[config.mk]
export PLATFORM = sky130hd
export DESIGN_NAME = ibpl_input_conditioner
export DESIGN_NICKNAME = d
export VERILOG_FILES = /design/src/rtl/ibpl_pkg.sv /design/src/rtl/ibpl_in_chan.sv /design/src/rtl/ibpl_input_conditioner.sv
export SDC_FILE = /design/constraint.sdc
export NUM_CORES = 1
export LEC_CHECK = 0
export CAP_MARGIN = 40
export CORE_MARGIN = 2
export CORE_UTILIZATION = 35
export CTS_BUF_LIST = sky130_fd_sc_hd__clkbuf_4 sky130_fd_sc_hd__clkbuf_8 sky130_fd_sc_hd__clkbuf_16
export DETAILED_ROUTE_END_ITERATION = 8
export GPL_ROUTABILITY_DRIVEN = 0
export SYNTH_ARGS = -nofsm -noshare
export SYNTH_HDL_FRONTEND = slang
export SYNTH_SLANG_ARGS = --single-unit
[constraint.sdc]
create_clock -name clk_sys -period 2.7 [get_ports clk_sys]
set_clock_uncertainty 0.2 [all_clocks]
set_input_delay 0.405 -clock clk_sys [delete_from_list [all_inputs] [get_ports clk_sys]]
set_output_delay 0.405 -clock clk_sys [all_outputs]
set_load 0.005 [all_outputs]
[src/rtl/ibpl_pkg.sv]
// ibpl_pkg: shared types and default parameters for the input conditioner
package ibpl_pkg;
    typedef enum logic {ST_STABLE, ST_PENDING} ibpl_deb_state_t;
    localparam int FILT_W_DEF      = 8;
    localparam int STRETCH_LEN_DEF = 6250000;
    localparam int STRETCH_W_DEF   = 23;
endpackage

[src/rtl/ibpl_in_chan.sv]
// ibpl_in_chan: one input channel - 2-flop synchroniser, debounce, edge strobes, activity stretch
//  clk_sys, rstn_sys : clock, async active-low reset
//  raw               : asynchronous input level
//  enable            : 0 holds the channel idle (sync clear)
//  filt_len          : debounce length in cycles
//  clean/rise/fall   : debounced level and 1-cycle edge strobes
//  act               : high while the stretch counter is non-zero
module ibpl_in_chan
    import ibpl_pkg::*;
#(
    parameter int FILT_W      = FILT_W_DEF,
    parameter int STRETCH_LEN = STRETCH_LEN_DEF,
    parameter int STRETCH_W   = STRETCH_W_DEF
)(
    input  logic              clk_sys,
    input  logic              rstn_sys,
    input  logic              raw,
    input  logic              enable,
    input  logic [FILT_W-1:0] filt_len,
    output logic              clean,
    output logic              rise,
    output logic              fall,
    output logic              act
);
    logic                 s1, s2;
    ibpl_deb_state_t      state;
    logic [FILT_W-1:0]    cnt;
    logic [STRETCH_W-1:0] stretch, stretch_nxt;
    logic                 diff, commit;

    always_comb begin
        diff        = s2 != clean;
        commit      = diff && (state == ST_STABLE ? filt_len == '0 : cnt >= filt_len);
        // the stretch reloads from the registered strobe, so activity starts the edge after it
        stretch_nxt = (rise || fall) ? STRETCH_W'(STRETCH_LEN) :
                      (stretch != '0) ? stretch - STRETCH_W'(1) : '0;
    end

    // synchroniser keeps running regardless of enable
    always_ff @(posedge clk_sys or negedge rstn_sys) begin
        if (!rstn_sys) begin
            s1 <= 1'b0;
            s2 <= 1'b0;
        end else begin
            s1 <= raw;
            s2 <= s1;
        end
    end

    always_ff @(posedge clk_sys or negedge rstn_sys) begin
        if (!rstn_sys) begin
            state   <= ST_STABLE;
            cnt     <= '0;
            clean   <= 1'b0;
            rise    <= 1'b0;
            fall    <= 1'b0;
            stretch <= '0;
            act     <= 1'b0;
        end else if (!enable) begin
            state   <= ST_STABLE;
            cnt     <= '0;
            clean   <= 1'b0;
            rise    <= 1'b0;
            fall    <= 1'b0;
            stretch <= '0;
            act     <= 1'b0;
        end else begin
            rise    <= commit && s2;
            fall    <= commit && !s2;
            stretch <= stretch_nxt;
            act     <= stretch_nxt != '0;
            if (!diff || commit) begin
                state <= ST_STABLE;
                cnt   <= '0;
                if (commit) clean <= s2;
            end else begin
                state <= ST_PENDING;
                cnt   <= state == ST_STABLE ? FILT_W'(1) : cnt + FILT_W'(1);
            end
        end
    end
endmodule

[src/rtl/ibpl_input_conditioner.sv]
// ibpl_input_conditioner: per-channel sync/debounce/strobe/activity conditioning of internal_in
//  clk_sys, rstn_sys : clock, async active-low reset
//  internal_in       : raw asynchronous input levels
//  input_enable      : per-channel enable, 0 forces the channel idle
//  filt_len          : debounce length shared by all channels
//  in_clean          : debounced levels
//  in_rise, in_fall  : 1-cycle edge strobes of in_clean
//  input_act         : pulse-stretched activity flags for the LED bus
module ibpl_input_conditioner
    import ibpl_pkg::*;
#(
    parameter int CHANNELS    = 8,
    parameter int FILT_W      = FILT_W_DEF,
    parameter int STRETCH_LEN = STRETCH_LEN_DEF,
    parameter int STRETCH_W   = STRETCH_W_DEF
)(
    input  logic                clk_sys,
    input  logic                rstn_sys,
    input  logic [CHANNELS-1:0] internal_in,
    input  logic [CHANNELS-1:0] input_enable,
    input  logic [FILT_W-1:0]   filt_len,
    output logic [CHANNELS-1:0] in_clean,
    output logic [CHANNELS-1:0] in_rise,
    output logic [CHANNELS-1:0] in_fall,
    output logic [CHANNELS-1:0] input_act
);
    for (genvar i = 0; i < CHANNELS; i++) begin : g_ch
        ibpl_in_chan #(
            .FILT_W     (FILT_W),
            .STRETCH_LEN(STRETCH_LEN),
            .STRETCH_W  (STRETCH_W)
        ) u_chan (
            .clk_sys (clk_sys),
            .rstn_sys(rstn_sys),
            .raw     (internal_in[i]),
            .enable  (input_enable[i]),
            .filt_len(filt_len),
            .clean   (in_clean[i]),
            .rise    (in_rise[i]),
            .fall    (in_fall[i]),
            .act     (input_act[i])
        );
    end
endmodule

==> summary.md <==
| Metric | Value |
|---|---|
| Initial DRT Pass Iterations | `5` |
| Fmax | `369 MHz` |
| Wire per inst | `14.7 um` |
| Iteration-0 DRC Markers | `712` |
| # H-tree levels | `2` |
| Synth warnings | `0` |
| CP endpoint kind | `flop` |
| Worst r2r src | `g_ch[5].u_chan.stretch[11]` |
| Register area share after synthesis | `44.5%` |
| Crit-path max FO | `4` |
| Slowest CP cell | `or4_4` |
| Design internal power | `15.2 mW` |
| Worst-path cell chain | `or4_4 > or3_4 > or3_4 > nor4_4 > xnor2_1 > a31oi_1 > o31a_1` |
| Vias in the first global route | `13,300` |
| Met1 global-route usage | `20.9%` |
| Commonest non-fill, non-tap cells in the layout | `303 x dfrtp_1, 246 x nor2_1, 161 x buf_4` |
| Initial Utilization | `35.6%` |
| Post-DP HPWL | `26,800 um` |
| Reg2reg path depth | `7` |
| Global-route met3 utilization | `2.91%` |
| Max incr delay on CP | `0.53 ns` |
| Die ar. | `0.0506 mm2` |
| TritonCTS Sinks | `304` |
| Failing checks | `negative setup slack` |
| FF-to-FF End | `g_ch[5].u_chan.act` |
| Worst EP arrival | `2.94 ns` |
| Antenna Nets Post-Route | `0` |
| Drt total wl | `38,800 um` |
| Power per cell area | `1170 mW/mm2` |
| Worst EP required | `2.93 ns` |
| Via count | `13,400` |
| Fin. max-slew vios | `0` |
| Sw frac | `38.2%` |
| Logic pwr share | `48.8%` |
| Mapped Nets | `1,932` |
| Clock network fraction of design power | `22.6%` |
| Endpoints failing hold | `0` |
| Die width | `225 um` |
| Hold/Removal Path Class | `in -> async` |
| Maxcap violations | `0` |
| Peak VDD IR | `0.445 mV` |
| Asr flop ratio synth | `100%` |
| Sequential Power Share | `28.6%` |
| Busiest layer in global routing | `met2` |
| Number of distinct library cells after synthesis | `65` |
| Synthesized netlist cell count | `1,818` |
| Setup_tns | `-0.0135 ns` |
| DRC | `0` |
| Top_reg_cell synth | `dfrtp_1` |
| Final nets | `2,119` |
| Die Y | `225 um` |
| CTS buffer count | `38` |
| Ratio of cells with drive above 1 in the final layout | `14.9%` |
| Core area | `0.0479 mm2` |
| #FFs+latches synth | `304` |
| Final hold slack | `0.0945 ns` |
| I/O pins | `58` |
| Sw Pwr | `9.39 mW` |
| Clk_lat worst skew | `0.54 ns` |
| Port bufs | `57` |
| Clock buffer depth | `3` |
| All-Layer GR Usage | `15.6%` |
| R2r setup slk | `-0.01 ns` |
| Tmin final | `2.71 ns` |
| Leading cell type in the layout, fill and taps excluded | `dfrtp_1` |
| Clock transition at the registers of the reported paths | `0.06 ns` |
| Vias per Instance | `5.05` |
| RSZ-0062 raised after global routing | `yes` |
| Area Growth Syn to Fin | `23.5%` |
| Number of synthesized flops with an enable pin | `0` |
| Least-Margin Pin Slew | `0.863 ns` |
| CTS tree | `yes` |
| Grt met2 use | `25.6%` |
| Tot Pwr | `24.6 mW` |
| Leak | `9.64 nW` |
| Mapped cell area | `0.0171 mm2` |
| Post-Syn Area per Cell | `9.40 um2` |
| Antenna violations before repair | `1` |
| Finished Core Util | `44.0%` |
| Fin crit share | `101%` |
| Grt total ovfl | `0` |
| Global-route wire length before repair | `65,600 um` |
| WS Path Type | `reg -> reg` |
| Slew Limit Headroom | `42.2%` |
| PnR worst setup slack | `-0.0135 ns` |
| Largest net degree at the start of global routing | `96` |
| Critical Path Start | `g_ch[5].u_chan.stretch[11]` |
| Status | `complete, but fails checks` |
| Clock tree root buffer cell | `clkbuf_16` |
| Most common cell type on the critical path | `or3_4` |
| Row cnt | `80` |
| Number of setup violations in the final report | `1` |
| Crit path launch type | `flop` |
flip-flops by register name, summed over array words and instances, names as in the netlist:
name / count
g_ch.u_chan.s1: 8
g_ch.u_chan.state: 8
g_ch.u_chan.cnt: 64
g_ch.u_chan.fall: 8
g_ch.u_chan.stretch: 184
g_ch.u_chan.act: 8
g_ch.u_chan.clean: 8
g_ch.u_chan.s2: 8
g_ch.u_chan.rise: 8
timing repair:
| action | CTS | global route |
|---|---|---|
| resized for setup | 13 | 49 |
| hold endpoints to repair | 304 | 0 |
| hold buffers | 1 | 0 |
| setup buffers | 2 | 10 |
| cloned | 0 | 0 |
| pin swaps | 14 | 15 |
| endpoints found under the setup margin | 14 | 48 |
power by group through the flow:
stage / Sequential (mW) / Combinational (mW) / Clock, mW
2_1_floorplan: 6.80 / 7.78 / 0
6_report: 7.04 / 12.0 / 5.56
3_5_place_dp: 7.01 / 11.3 / 0
3_3_place_gp: 6.98 / 11.1 / 0
4_1_cts: 6.97 / 11.5 / 5.73
5_1_grt: 7.22 / 13.4 / 5.91
critical path, delay by kind of cell (launching register included):
family | cells | cell delay, ns
simple gates | 4 | 1.42
xor+xnor | 1 | 0.17
compound gates | 2 | 0.42
flops | 1 | 0.37
synth_stat cells, types with 3 or more instances:
| cell type | instances | area (um2) |
|---|---|---|
| o41ai_1 | 3 | 26.3 |
| nor4bb_1 | 4 | 40.0 |
| a211oi_1 | 10 | 75.1 |
| nand3_1 | 65 | 325 |
| nand3b_1 | 19 | 143 |
| dfrtp_1 | 304 | 7610 |
| nor2b_1 | 19 | 119 |
| and2_1 | 61 | 382 |
| nand2_1 | 110 | 413 |
| a21o_1 | 10 | 75.1 |
| a21boi_0 | 28 | 210 |
| and3_1 | 32 | 200 |
| o21ai_0 | 84 | 420 |
| xnor2_1 | 112 | 981 |
| inv_1 | 57 | 214 |
| a31oi_1 | 14 | 87.6 |
| nor4b_1 | 8 | 70.1 |
| a22oi_1 | 3 | 22.5 |
| ha_1 | 88 | 1100 |
| buf_2 | 3 | 15.0 |
| nor4_1 | 39 | 244 |
| or3_1 | 24 | 150 |
| nand4b_1 | 7 | 61.3 |
| nor4_2 | 4 | 50.1 |
| o22ai_1 | 3 | 18.8 |
| clkbuf_1 | 49 | 184 |
| nor2_1 | 249 | 935 |
| nand2b_1 | 23 | 144 |
| and4b_1 | 3 | 30.0 |
| or4_1 | 19 | 143 |
| buf_4 | 32 | 240 |
| nor3b_1 | 11 | 82.6 |
| xor2_1 | 86 | 753 |
| o21a_1 | 21 | 158 |
| o31a_1 | 10 | 87.6 |
| a21oi_1 | 55 | 275 |
| o31ai_1 | 17 | 128 |
| nand4_1 | 18 | 113 |
| o32ai_1 | 3 | 26.3 |
| mux2i_1 | 11 | 110 |
| nor3_1 | 69 | 345 |
kinds of logic (layout without fill, tap and decap cells):
logic type                 count (synthesis)  after routing  share of synthesized area (%)
and+or+nand+nor                          797            797                           24.0
xor gates and xnor gates                 198            198                           10.2
DFF                                      304            304                           44.5
buffers and inverters                    142            357                           3.85
adders and majority gates                 88             88                           6.45
muxes                                     13             13                          0.776
other                                      0              1                              0
AOI/OAI and AO/OA                        276            276                           10.2
per-layer routing:
| metal | routed length (um) | share of wire, % |
|---|---|---|
| met1 | 18600 | 48 |
| met2 | 18000 | 46 |
| met3 | 1250 | 3.2 |
| met4 | 907 | 2.3 |
| met5 | 0 | 0 |
how the worst max path moves through the flow:
stage / slack [ns] / end / depth (start not counted)
6_report: -0.01 / g_ch[5].u_chan.act / 7
5_1_grt: -0.10 / g_ch[5].u_chan.act / 7
4_1_cts: -0.08 / g_ch[3].u_chan.act / 7
3_5_place_dp: -0.24 / g_ch[0].u_chan.cnt[0] / 11
3_3_place_gp: -0.19 / g_ch[2].u_chan.cnt[0] / 11
2_1_floorplan: -0.09 / g_ch[5].u_chan.act / 8
metrics by stage:
stage | instance area (um2) | setup slack [ns] | instances
detailed placement | 19300 | -0.244 | 2567
global placement | 19300 | -0.185 | 2567
CTS | 20800 | -0.0789 | 2638
floorplan | 17100 | -0.0902 | 1818
finish | 21100 | -0.0135 | 2649
global route | 21100 | -0.102 | 2649
layout make-up:
class / count / area, um2
diodes: 1 / 2.50
clock buffers: 58 / 1200
clock inverters: 10 / 183
fillers: 4525 / 26900
inverters: 57 / 214
multi-input cells: 1372 / 9090
flip-flops and latches: 304 / 7610
well taps: 615 / 769
repair buffers: 232 / 2030
Note: power is estimated with default switching activity, not from simulation.
